$ cat src/rtl/orion_types.sv
// Shared widths and types for the Orion core memory path.
// Bus widths, arbiter state/owner enums and the latched request record.
package orion_types;

    localparam int ADDRW = 32;
    localparam int DATAW = 32;
    localparam int MASKW = DATAW / 8;

    typedef enum logic [1:0] {
        IDLE   = 2'd0,
        BUSY_I = 2'd1,
        BUSY_D = 2'd2
    } arb_state_t;

    typedef enum logic {
        OWN_I = 1'b0,
        OWN_D = 1'b1
    } arb_owner_t;

    typedef struct packed {
        logic [ADDRW-1:0] addr;
        logic [DATAW-1:0] wdata;
        logic [MASKW-1:0] wmask;
        logic             we;
    } mem_req_t;

    // Memory is word addressed; the byte offset travels in the mask instead.
    function automatic logic [ADDRW-1:0] word_align(input logic [ADDRW-1:0] a);
        return {a[ADDRW-1:2], 2'b00};
    endfunction

endpackage

$ cat src/rtl/rr_arbiter.sv
// Two-requester grant: bit 0 = fetch (I), bit 1 = load/store (D), one-hot grant.
// Combinational; ties alternate against the last owner when rr_en_i, else D wins.
module rr_arbiter
    import orion_types::*;
(
    input  logic [1:0]  req_i,
    input  arb_owner_t  last_i,
    input  logic        rr_en_i,
    output logic [1:0]  gnt_o
);

    always_comb begin
        gnt_o = 2'b00;
        unique case (req_i)
            2'b01:   gnt_o = 2'b01;
            2'b10:   gnt_o = 2'b10;
            2'b11: begin
                if (rr_en_i && (last_i == OWN_D)) begin
                    gnt_o = 2'b01;
                end else begin
                    gnt_o = 2'b10;
                end
            end
            default: gnt_o = 2'b00;
        endcase
    end

endmodule

$ cat src/rtl/mem_arbiter.sv
// Shares one memory port between fetch and load/store, one transaction in flight.
// Request seen in IDLE issues next cycle; response is routed back combinationally.
module mem_arbiter
    import orion_types::*;
#(
    parameter bit RR_EN = 1'b1
) (
    input  logic             clk_i,
    input  logic             rst_i,

    input  logic [ADDRW-1:0] imem_addr_i,
    input  logic             imem_valid_i,
    output logic [DATAW-1:0] imem_rdata_o,
    output logic             imem_resp_o,

    input  logic [ADDRW-1:0] dmem_addr_i,
    input  logic [DATAW-1:0] dmem_wdata_i,
    input  logic [MASKW-1:0] dmem_wmask_i,
    input  logic             dmem_we_i,
    input  logic             dmem_valid_i,
    output logic [DATAW-1:0] dmem_rdata_o,
    output logic             dmem_resp_o,

    output logic [ADDRW-1:0] mem_addr_o,
    output logic [DATAW-1:0] mem_wdata_o,
    output logic [MASKW-1:0] mem_wmask_o,
    output logic             mem_we_o,
    output logic             mem_valid_o,
    input  logic [DATAW-1:0] mem_rdata_i,
    input  logic             mem_resp_i
);

    arb_state_t state_q, state_d;
    arb_owner_t last_q,  last_d;
    mem_req_t   req_q,   req_d;

    logic [1:0] req_vec;
    logic [1:0] gnt;
    logic       busy_i;
    logic       busy_d;

    assign req_vec = {dmem_valid_i, imem_valid_i};

    rr_arbiter u_rr_arbiter (
        .req_i   (req_vec),
        .last_i  (last_q),
        .rr_en_i (RR_EN),
        .gnt_o   (gnt)
    );

    // Requester inputs are only looked at in IDLE, so a requester dropping
    // valid or changing address mid-transaction cannot disturb it.
    always_comb begin
        state_d = state_q;
        last_d  = last_q;
        req_d   = req_q;
        unique case (state_q)
            IDLE: begin
                if (gnt[1]) begin
                    state_d = BUSY_D;
                    last_d  = OWN_D;
                    req_d   = '{addr:  dmem_addr_i,
                                wdata: dmem_wdata_i,
                                wmask: dmem_wmask_i,
                                we:    dmem_we_i};
                end else if (gnt[0]) begin
                    state_d = BUSY_I;
                    last_d  = OWN_I;
                    req_d   = '{addr:  imem_addr_i,
                                wdata: '0,
                                wmask: '0,
                                we:    1'b0};
                end
            end
            BUSY_I, BUSY_D: begin
                if (mem_resp_i) begin
                    state_d = IDLE;
                end
            end
            default: state_d = IDLE;
        endcase
    end

    always_ff @(posedge clk_i) begin
        if (rst_i) begin
            state_q <= IDLE;
            last_q  <= OWN_I;
            req_q   <= '0;
        end else begin
            state_q <= state_d;
            last_q  <= last_d;
            req_q   <= req_d;
        end
    end

    assign busy_i = (state_q == BUSY_I);
    assign busy_d = (state_q == BUSY_D);

    // Reset masks the outputs immediately, before the synchronous clear lands.
    assign mem_valid_o = ~rst_i & (busy_i | busy_d);
    assign mem_addr_o  = rst_i ? '0 : word_align(req_q.addr);
    assign mem_wdata_o = rst_i ? '0 : req_q.wdata;
    assign mem_wmask_o = rst_i ? '0 : req_q.wmask;
    assign mem_we_o    = ~rst_i & req_q.we;

    assign imem_resp_o  = ~rst_i & busy_i & mem_resp_i;
    assign dmem_resp_o  = ~rst_i & busy_d & mem_resp_i;
    assign imem_rdata_o = mem_rdata_i;
    assign dmem_rdata_o = mem_rdata_i;

endmodule

$ cat config.mk
export PLATFORM = sky130hd
export DESIGN_NAME = mem_arbiter
export DESIGN_NICKNAME = d
export VERILOG_FILES = /design/src/rtl/orion_types.sv /design/src/rtl/rr_arbiter.sv /design/src/rtl/mem_arbiter.sv
export SDC_FILE = /design/constraint.sdc
export NUM_CORES = 1
export LEC_CHECK = 0
export CORE_AREA = 5 5 102 104
export DETAILED_ROUTE_END_ITERATION = 10
export DIE_AREA = 0 0 107 109
export DONT_BUFFER_PORTS = 1
export PLACE_DENSITY_LB_ADDON = 0.2
export SETUP_SLACK_MARGIN = 0.15
export SYNTH_ARGS = -nofsm -noshare
export SYNTH_HDL_FRONTEND = slang
export SYNTH_SLANG_ARGS = --single-unit
$ cat constraint.sdc
create_clock -name clk_i -period 1.4 [get_ports clk_i]
set_input_delay 0.07 -clock clk_i [delete_from_list [all_inputs] [get_ports clk_i]]
set_output_delay 0.07 -clock clk_i [all_outputs]
set_load 0.02 [all_outputs]
==> impl_metrics.tcl, run 1 <==
set metrics [dict create \
    yosysWarnings 0 \
    syn_area_sq_mm 0.00367 \
    crit_family "buffers and inverters" \
    drive_gt1_frac 0.321 \
    cts_hold_buffers 38 \
    dieWidth_um 107 \
    worst_r2r_endpoint "req_q[31]" \
    finalNetCount 584 \
    hold_depth 1 \
    routabilityCongestion 0.719 \
    endpoint_kind "flop" \
    r2r_start "state_q[1]" \
    post-route-min-period_ns 1.43 \
    crit_chain "inv_2, ha_4, buf_6, o21ai_4, buf_6, buf_12, buf_6, a22o_1" \
    first_global_vias 2959 \
    slowest_delay_ns 0.33 \
    cp_data_required_time_ns 1.64 \
    hold_end "req_q[40]" \
    die_h_um 109 \
    status "complete, but fails checks" \
    wl_per_cell_um 19.2 \
    cts.sinks 70 \
    dieArea_sq_mm 0.0117 \
    insertion_delay_ns 0.35 \
    start_kind "flop" \
    dpl.hpwl_um 6410 \
    cts_tree "built" \
    cellPowerDensity_mw_per_mm2 1280 \
    path_max_fanout 10 \
    avgSynthCellArea_sq_um 8.82 \
    max-vdd-ir-drop_uv 665 \
    setup_ws_ns -0.0308 \
    syn2layout_area_growth_pct 30.4 \
    seqCellArea_sq_mm 0.00140 \
    cts_max_level 3 \
    drt_wl_total_um 10800 \
    synth_edf_count 0 \
    grt_pass1_wl_um 15500 \
    finalSetupTns_ns -0.323 \
    num_rows 36 \
    p_leak_uw 0.00195 \
    grt.overflow.total 0 \
    rsz0062_at_grt "yes" \
    synth_top_area_share 0.382 \
    clock_skew_ns 0.00504 \
    drv_slew 0 \
    cpMostUsedCell "buf_6" \
    tightest_slew_ns 0.512 \
    yosys.area.top_type "dfxtp_1" \
    dr.pass1.iters 4 \
    ys_seq_area_frac 0.382 \
    cap_viol_max_count 0 \
    fin_crit_sh 1.02 \
    cts_buffers 9 \
    max_freq_ghz 0.699 \
    num_antenna_cells 0 \
    hold_class "in -> reg" \
    syn_inst 416 \
    drtIter0Drc 188 \
    root_buffer "clkbuf_8" \
    clockBufferDepth 2 \
    ys_top_cells_by_area "dfxtp_1 38%, buf_4 14%, nor2b_1 12%" \
    relSlewSlack 0.658 \
    vias 2949 \
    min_from "rst_i" \
    fin_cells 562 \
    finalSetupViolations 18 \
    track_usage 0.172 \
    synth.top_cells.by_count "70 x buf_4, 70 x dfxtp_1, 70 x nor2b_1, 37 x a22o_1, 32 x a21oi_1" \
    holdWs_ns -0.183 \
    num_io_pins 274 \
    cp.arrival_ns 1.68 \
    critical_path.slowest_cell "dfxtp_2" \
    port_buffers 0 \
    initial_core_util 0.388 \
    r2r_cells 8 \
    violations "negative hold slack, negative setup slack" \
    multi_input_area_sq_mm 0.00183 \
    core_area_sq_mm 0.00946 \
    dp.cells 484 \
    antenna_found_initial 0 \
    criticalPathCategory "reg -> reg" \
    post_dp_cell_area_sq_mm 0.00359 \
    ys_ff_latch 70 \
    r2r_slack_ns -0.03 \
    yosysUniqueCellTypes 29 \
    hold_viol_final 32 \
    grt_max_degree 104 \
    fin_area_sq_mm 0.00479 \
    nFillCells 871 \
    synthFlopType "dfxtp_1" \
    crit_buf_inv 5 \
    drc 0 \
    viasPerCell 5.25 \
    synthArstFlopShare 0 \
    clk_pin_slew_ns 0.08 \
    drtAntennaViolNets 0 \
]
metal layers:
| layer | part of all wire | vias to the layer above | wire length [um] | track usage |
|---|---|---|---|---|
| met2 | 0.50 | 110 | 5430 | 0.290 |
| met5 | 0 | - | 0 | 0 |
| met1 | 0.39 | 1384 | 4220 | 0.191 |
| li1 | - | 1404 | - | - |
| met4 | 0.041 | 0 | 443 | 0.125 |
| met3 | 0.065 | 51 | 705 | 0.0379 |
flip-flops by register name (all words and copies together), names as in the netlist:
name	count
last_q	1
req_q	67
state_q	2
area by class of cell:
class | count | share of cell area
multi-input cells | 249 | 0.382
flip-flops and latches | 70 | 0.293
repair buffers | 111 | 0.245
well taps | 114 | 0.0298
clock buffers | 10 | 0.0288
clock inverters | 6 | 0.0193
inverters | 2 | 0.00157
logic make-up (layout without fill, tap and decap cells):
group / count (synthesis) / count (layout) / share of synthesized area
other cells: 1 / 2 / 0.00102
flops: 70 / 70 / 0.382
buf+inv: 99 / 129 / 0.188
fa+ha+maj: 3 / 3 / 0.0102
simple gates: 137 / 138 / 0.196
compound gates: 106 / 106 / 0.223
worst max path at each step:
stage          depth (start not counted)        from  slack, ns   endpoint
2_1_floorplan                          6  state_q[0]       0.14  req_q[10]
3_3_place_gp                           5  state_q[0]      -0.20  req_q[67]
3_5_place_dp                           5  state_q[0]      -0.20  req_q[67]
4_1_cts                                8  state_q[1]      -0.02  req_q[11]
5_1_grt                                8  state_q[1]      -0.07   req_q[5]
6_report                               8  state_q[1]      -0.03  req_q[31]
placed cells by master (no fill, tap or decap), types with 3 or more instances in the layout:
cell type and count:
clkbuf_8 10, nor2_1 23, nor2b_1 67, a21oi_4 4, buf_8 3, buf_6 5
nor2_2 4, a21oi_1 21, buf_16 4, nor2_4 4, dfxtp_1 68, buf_4 52
dlygate4sd3_1 38, a211oi_2 18, nand2_1 30, ha_4 3, a22o_1 37, a21oi_2 7
a211oi_1 11, buf_12 7
where the power goes:
group / total [uW] / switching (uW) / internal, uW
clock network: 1910 / 843 / 1060
registers: 2310 / 88.5 / 2220
logic: 1920 / 942 / 974
stage by stage:
stage / total power (uW) / utilization / setup WS (ns)
global placement: 3600 / 0.380 / -0.203
detailed placement: 3620 / 0.380 / -0.204
floorplan: 3610 / - / 0.141
finish: 6140 / 0.506 / -0.0308
global route: 6460 / 0.506 / -0.0681
CTS: 6020 / 0.482 / -0.0165
repair_timing:
| item | in CTS | in global routing |
|---|---|---|
| resized for setup | 24 | 39 |
| setup buffers | 15 | 2 |
| setup endpoints to repair | 71 | 72 |
| hold endpoints to repair | 70 | 54 |
| cloned | 5 | 2 |
| pin swaps | 10 | 30 |
Power figures use the tool's default switching activity.
==> inputs of run 2 (changes only) <==
--- a/config.mk
+++ b/config.mk
@@ -10,7 +10,7 @@
 export DIE_AREA = 0 0 107 109
 export DONT_BUFFER_PORTS = 1
 export PLACE_DENSITY_LB_ADDON = 0.2
-export SETUP_SLACK_MARGIN = 0.15
+export SETUP_SLACK_MARGIN = 0.2
 export SYNTH_ARGS = -nofsm -noshare
 export SYNTH_HDL_FRONTEND = slang
 export SYNTH_SLANG_ARGS = --single-unit
==> run 2 against run 1 <==
The flow now stops in clock tree synthesis; synthesized area unchanged; synthesized cell count unchanged.
==> impl_metrics.tcl, run 2 <==
set metrics [dict create \
    yosysWarnings 0 \
    dieWidth_um 107 \
    synthFlopType "dfxtp_1" \
    die_h_um 109 \
    port_buffers 0 \
    dpl.hpwl_um 6070 \
    cts_max_level 3 \
    synth_edf_count 0 \
    status "stopped before the end" \
    stop_error "[ERROR RSZ-0060] Max buffer count reached." \
    root_buffer "clkbuf_8" \
    yosysUniqueCellTypes 29 \
    post_cts_resized 15 \
    ys_seq_area_frac 0.382 \
    cts_buffers 9 \
    ys_ff_latch 70 \
    pre_cts_ws_ns 0.0729 \
    postCtsSetupRepairBufs 3 \
    num_io_pins 274 \
    synthArstFlopShare 0 \
    yosys.area.top_type "dfxtp_1" \
    routabilityCongestion 0.672 \
    initial_core_util 0.388 \
    clockBufferDepth 2 \
    syn_area_sq_mm 0.00367 \
    syn_inst 416 \
    lastStage "clock tree synthesis" \
    num_rows 36 \
    cts.sinks 70 \
    ys_top_cells_by_area "dfxtp_1 38%, buf_4 14%, nor2b_1 12%" \
    synth_top_area_share 0.382 \
    synth.top_cells.by_count "70 x buf_4, 70 x dfxtp_1, 70 x nor2b_1, 37 x a22o_1, 32 x a21oi_1" \
    cts_hold_buffers 101 \
    avgSynthCellArea_sq_um 8.82 \
]
==> run 2: cell counts after synthesis <==
Identical to the previous run, type by type.
==> run 2: logic make-up after synthesis <==
group	after synthesis	share of synthesized area
buffers and inverters	99	0.188
AND/OR/NAND/NOR	137	0.196
adder cells (fa/ha/maj)	3	0.0102
other	1	0.00102
flip-flops	70	0.382
AO/OA/AOI/OAI	106	0.223
==> run 2: stage by stage <==
stage / hold WS, ns / std cells / instance area, sq um / utilization
3_3_place_gp: 0.140 / 481 / 3680 / 0.389
3_5_place_dp: 0.140 / 481 / 3680 / 0.389
2_1_floorplan: 0.185 / 417 / 3830 / -
==> inputs of run 3 (changes only) <==
--- a/config.mk
+++ b/config.mk
@@ -5,12 +5,11 @@
 export SDC_FILE = /design/constraint.sdc
 export NUM_CORES = 1
 export LEC_CHECK = 0
-export CORE_AREA = 5 5 102 104
+export CORE_MARGIN = 5
+export CORE_UTILIZATION = 40
 export DETAILED_ROUTE_END_ITERATION = 10
-export DIE_AREA = 0 0 107 109
 export DONT_BUFFER_PORTS = 1
-export PLACE_DENSITY_LB_ADDON = 0.2
-export SETUP_SLACK_MARGIN = 0.2
+export PLACE_DENSITY_LB_ADDON = 0.15
 export SYNTH_ARGS = -nofsm -noshare
 export SYNTH_HDL_FRONTEND = slang
 export SYNTH_SLANG_ARGS = --single-unit
==> constraint.sdc (replaced) <==
create_clock -name clk_i -period 1.8 [get_ports clk_i]
set_input_delay 0.09 -clock clk_i [delete_from_list [all_inputs] [get_ports clk_i]]
set_output_delay 0.09 -clock clk_i [all_outputs]
set_load 0.02 [all_outputs]
==> run 3 against run 2 <==
The run now ends clean.
==> impl_metrics.tcl, run 3 (synthesized netlist as in run 1, its figures left out) <==
set metrics [dict create \
    grt_max_degree 72 \
    cp_data_required_time_ns 2.03 \
    routabilityCongestion 0.718 \
    first_global_vias 3056 \
    drtIter0Drc 225 \
    clock_skew_ns 0.0133 \
    endpoint_kind "flop" \
    reg_top3 "req_q: 67 flops, state_q: 2 flops, last_q: 1 flops" \
    seqCellArea_sq_mm 0.00140 \
    cts_buffers 9 \
    hold_viol_final 0 \
    viasPerCell 5.22 \
    slowest_delay_ns 0.33 \
    antenna_found_initial 0 \
    wl_per_cell_um 18.6 \
    drv_slew 0 \
    worst_r2r_endpoint "req_q[5]" \
    num_rows 35 \
    p_leak_uw 0.00179 \
    dieArea_sq_mm 0.0112 \
    initial_core_util 0.403 \
    drc 0 \
    syn2layout_area_growth_pct 23.1 \
    grt.overflow.total 0 \
    crit_start "state_q[0]" \
    status "completed" \
    root_buffer "clkbuf_8" \
    fin_crit_sh 0.897 \
    drtAntennaViolNets 0 \
    largest_register_ffs 67 \
    insertion_delay_ns 0.35 \
    track_usage 0.181 \
    drive_gt1_frac 0.106 \
    cts_tree "built" \
    r2r_slack_ns 0.19 \
    hold_class "in -> reg" \
    rsz0062_at_grt "no" \
    layout_common_cells "96 x dlygate4sd3_1, 70 x nor2b_1, 70 x dfxtp_1, 37 x a22o_1, 32 x a21oi_1" \
    finalNetCount 587 \
    port_buffers 0 \
    cts_max_level 3 \
    path_max_fanout 19 \
    start_kind "flop" \
    num_io_pins 274 \
    final_common_cell "dlygate4sd3_1" \
    hold_depth 3 \
    cts.sinks 70 \
    relSlewSlack 0.620 \
    core_area_sq_mm 0.00911 \
    finalSetupTns_ns 0 \
    nFillCells 844 \
    vias 2932 \
    critical_path_depth 6 \
    top_register "req_q" \
    hold_end "state_q[1]" \
    cellPowerDensity_mw_per_mm2 933 \
    max-vdd-ir-drop_uv 334 \
    critical_path.slowest_cell "dfxtp_1" \
    die_h_um 106 \
    r2r_start "state_q[0]" \
    criticalPathCategory "reg -> reg" \
    finalSetupViolations 0 \
    dp.cells 446 \
    dpl.hpwl_um 5990 \
    post_dp_cell_area_sq_mm 0.00330 \
    multi_input_area_sq_mm 0.00159 \
    clockBufferDepth 2 \
    crit_buf_inv 3 \
    crit_chain "inv_1, ha_1, o21ai_4, buf_12, buf_4, a22o_1" \
    crit_family "buffers and inverters" \
    max_freq_ghz 0.620 \
    min_from "dmem_valid_i" \
    fin_cells 562 \
    num_antenna_cells 0 \
    cap_viol_max_count 0 \
    grt_pass1_wl_um 16000 \
    post-route-min-period_ns 1.61 \
    drt_wl_total_um 10400 \
    r2r_cells 6 \
    cp.arrival_ns 1.84 \
    dieWidth_um 106 \
    clk_pin_slew_ns 0.08 \
    dr.pass1.iters 5 \
    fin_area_sq_mm 0.00452 \
    tightest_slew_ns 0.568 \
]
[run 3: cell type report]
type	instances	share of cell area
flip-flops and latches	70	0.310
clock buffers	10	0.0282
repair buffers	115	0.262
well taps	111	0.0307
clock inverters	6	0.0155
inverters	2	0.00166
multi-input cells	248	0.352
[run 3: worst max-delay path by stage]
stage	endpoint	slack, ns
4_1_cts	req_q[61]	0.10
3_5_place_dp	req_q[61]	0.12
2_1_floorplan	req_q[10]	0.43
6_report	req_q[5]	0.19
5_1_grt	req_q[50]	0.09
3_3_place_gp	req_q[50]	0.15
[run 3: power breakdown]
part | internal (uW) | switching [uW]
clock | 650 | 642
combinational | 511 | 624
sequential | 1730 | 62.9
[run 3: what timing repair did]
action | 4_1_cts | 5_1_grt
buffers inserted | 0 | 3
endpoints found under the setup margin | 0 | 3
hold endpoints to repair | 70 | 0
gates resized for setup | 0 | 1
hold buffers | 97 | 0
[run 3: metal layers]
| metal | up-vias | share of wire | global-route usage |
|---|---|---|---|
| met4 | 0 | 0.039 | 0.0990 |
| met5 | - | 0 | 0 |
| met3 | 46 | 0.071 | 0.0539 |
| met1 | 1358 | 0.38 | 0.193 |
| met2 | 128 | 0.51 | 0.316 |
| li1 | 1400 | - | - |
[run 3: through the flow]
step,total power [uW],setup WS [ns],hold WS (ns),utilization
detailed placement,2720,0.122,0.170,0.363
finish,4220,0.186,0.0274,0.496
global placement,2710,0.148,0.169,0.363
floorplan,2790,0.426,0.205,-
global route,4470,0.0893,0.0356,0.496
CTS,4240,0.100,0.00387,0.492
[run 3: worst min-delay path, delay by kind of cell]
kind / cells / cell delay, ns
compound gates: 2 / 0.20
simple gates: 1 / 0.03
==> inputs of run 4 (changes only) <==
--- a/config.mk
+++ b/config.mk
@@ -7,6 +7,7 @@
 export LEC_CHECK = 0
 export CORE_MARGIN = 5
 export CORE_UTILIZATION = 40
+export CTS_BUF_LIST = sky130_fd_sc_hd__clkbuf_8
 export DETAILED_ROUTE_END_ITERATION = 10
 export DONT_BUFFER_PORTS = 1
 export PLACE_DENSITY_LB_ADDON = 0.15
==> run 4 against run 3 <==
Die area did not move; non-clock buffer count unchanged; core utilization did not move; global-route usage unchanged; critical endpoint unchanged; first-iteration DRC count is 3.6% higher.
==> impl_metrics.tcl, run 4 (synthesized netlist as in run 1, its figures left out) <==
set metrics [dict create \
    status "completed" \
    drt_wl_total_um 10400 \
    grt_max_degree 72 \
    cts_buffers 9 \
    die_h_um 106 \
    holdWs_ns 0.0274 \
    dieWidth_um 106 \
    first_global_vias 3056 \
    cp.arrival_ns 1.84 \
    drive_gt1_frac 0.106 \
    finalSetupViolations 0 \
    crit_family "buffers and inverters" \
    max-vdd-ir-drop_uv 334 \
    num_io_pins 274 \
    path_max_fanout 19 \
    seqCellArea_sq_mm 0.00140 \
    finalSetupTns_ns 0 \
    insertion_delay_ns 0.35 \
    drtAntennaViolNets 0 \
    core_area_sq_mm 0.00911 \
    num_antenna_cells 0 \
    reg_top3 "req_q: 67 flops, state_q: 2 flops, last_q: 1 flops" \
    wl_per_cell_um 18.6 \
    cts.sinks 70 \
    track_usage 0.181 \
    max_freq_ghz 0.620 \
    rsz0062_at_grt "no" \
    relSlewSlack 0.620 \
    drc 0 \
    cellPowerDensity_mw_per_mm2 932 \
    grt_pass1_wl_um 16000 \
    port_buffers 0 \
    num_rows 35 \
    layout_common_cells "96 x dlygate4sd3_1, 70 x nor2b_1, 70 x dfxtp_1, 37 x a22o_1, 32 x a21oi_1" \
    hold_class "in -> reg" \
    critical_path.slowest_cell "dfxtp_1" \
    crit_chain "inv_1, ha_1, o21ai_4, buf_12, buf_4, a22o_1" \
    tightest_slew_ns 0.568 \
    routabilityCongestion 0.718 \
    cts_tree "built" \
    p_leak_uw 0.00179 \
    grt.overflow.total 0 \
    post-route-util 0.496 \
    largest_register_ffs 67 \
    total_power_uw 4210 \
    clockBufferDepth 2 \
    cp_data_required_time_ns 2.03 \
    final_common_cell "dlygate4sd3_1" \
    post-route-min-period_ns 1.61 \
    fin_crit_sh 0.897 \
    vias 2932 \
    antenna_found_initial 0 \
    crit_buf_inv 3 \
    slowest_delay_ns 0.33 \
    multi_input_area_sq_mm 0.00159 \
    hold_viol_final 0 \
    top_register "req_q" \
    start_kind "flop" \
    cts_max_level 3 \
    finalNetCount 587 \
    drv_slew 0 \
    initial_core_util 0.403 \
    syn2layout_area_growth_pct 23.1 \
    criticalPathCategory "reg -> reg" \
    dpl.hpwl_um 5990 \
    viasPerCell 5.22 \
    clock_skew_ns 0.0146 \
    endpoint_kind "flop" \
    cap_viol_max_count 0 \
    dr.pass1.iters 4 \
    root_buffer "clkbuf_8" \
    clk_pin_slew_ns 0.08 \
    nFillCells 844 \
    dieArea_sq_mm 0.0112 \
    drtIter0Drc 233 \
]
==> run 4: changes by cell type in the layout (fill, tap and decap cells not counted) <==
| cell | delta |
|---|---|
| clkbuf_1 | -1 |
| inv_1 | +1 |
==> run 4: per-stage QoR <==
| step | worst slack (ns) | instance area, sq um | instances |
|---|---|---|---|
| floorplan | 0.426 | 3670 | 417 |
| finish | 0.186 | 4520 | 562 |
| CTS | 0.100 | 4480 | 559 |
| global route | 0.0893 | 4520 | 562 |
| detailed placement | 0.122 | 3300 | 446 |
| global placement | 0.148 | 3300 | 446 |
==> run 4: layer usage <==
| metal | track usage | vias up | routed length (um) |
|---|---|---|---|
| li1 | - | 1400 | - |
| met1 | 0.193 | 1360 | 4020 |
| met2 | 0.316 | 126 | 5310 |
| met3 | 0.0539 | 46 | 716 |
| met4 | 0.0990 | 0 | 404 |
| met5 | 0 | - | 0 |
==> run 4: power breakdown <==
part | internal (uW) | switching (uW) | total (uW)
combinational | 511 | 624 | 1140
clock | 645 | 643 | 1290
sequential | 1730 | 63.0 | 1790
total | 2880 | 1330 | 4210
==> run 4: worst register-to-register path, stage by stage (launching register included) <==
cell and delay [ns]:
dfxtp_1 0.33, inv_1 0.08, ha_1 0.32, o21ai_4 0.16
buf_12 0.16, buf_4 0.19, a22o_1 0.25
==> run 4: area by class of cell <==
cell class | count | area share
multi-input cells | 248 | 0.352
flip-flops and latches | 70 | 0.310
repair buffers | 115 | 0.262
well taps | 111 | 0.0307
clock buffers | 9 | 0.0274
clock inverters | 7 | 0.0163
inverters | 2 | 0.00166
==> run 4: final timing paths <==
check,start,endpoint,slack (ns),depth (start not counted)
setup / recovery,state_q[0],req_q[5],0.19,6
hold / removal,dmem_valid_i,state_q[1],0.03,3
setup reg to reg,state_q[0],req_q[5],0.19,6
hold reg to reg,req_q[57],req_q[57],0.50,2
==> run 4: timing repair <==
item,in CTS,in global routing
endpoints found under the hold margin,70,0
endpoints found under the setup margin,0,3
hold buffers,97,0
gates resized for setup,0,1
setup buffers,0,3
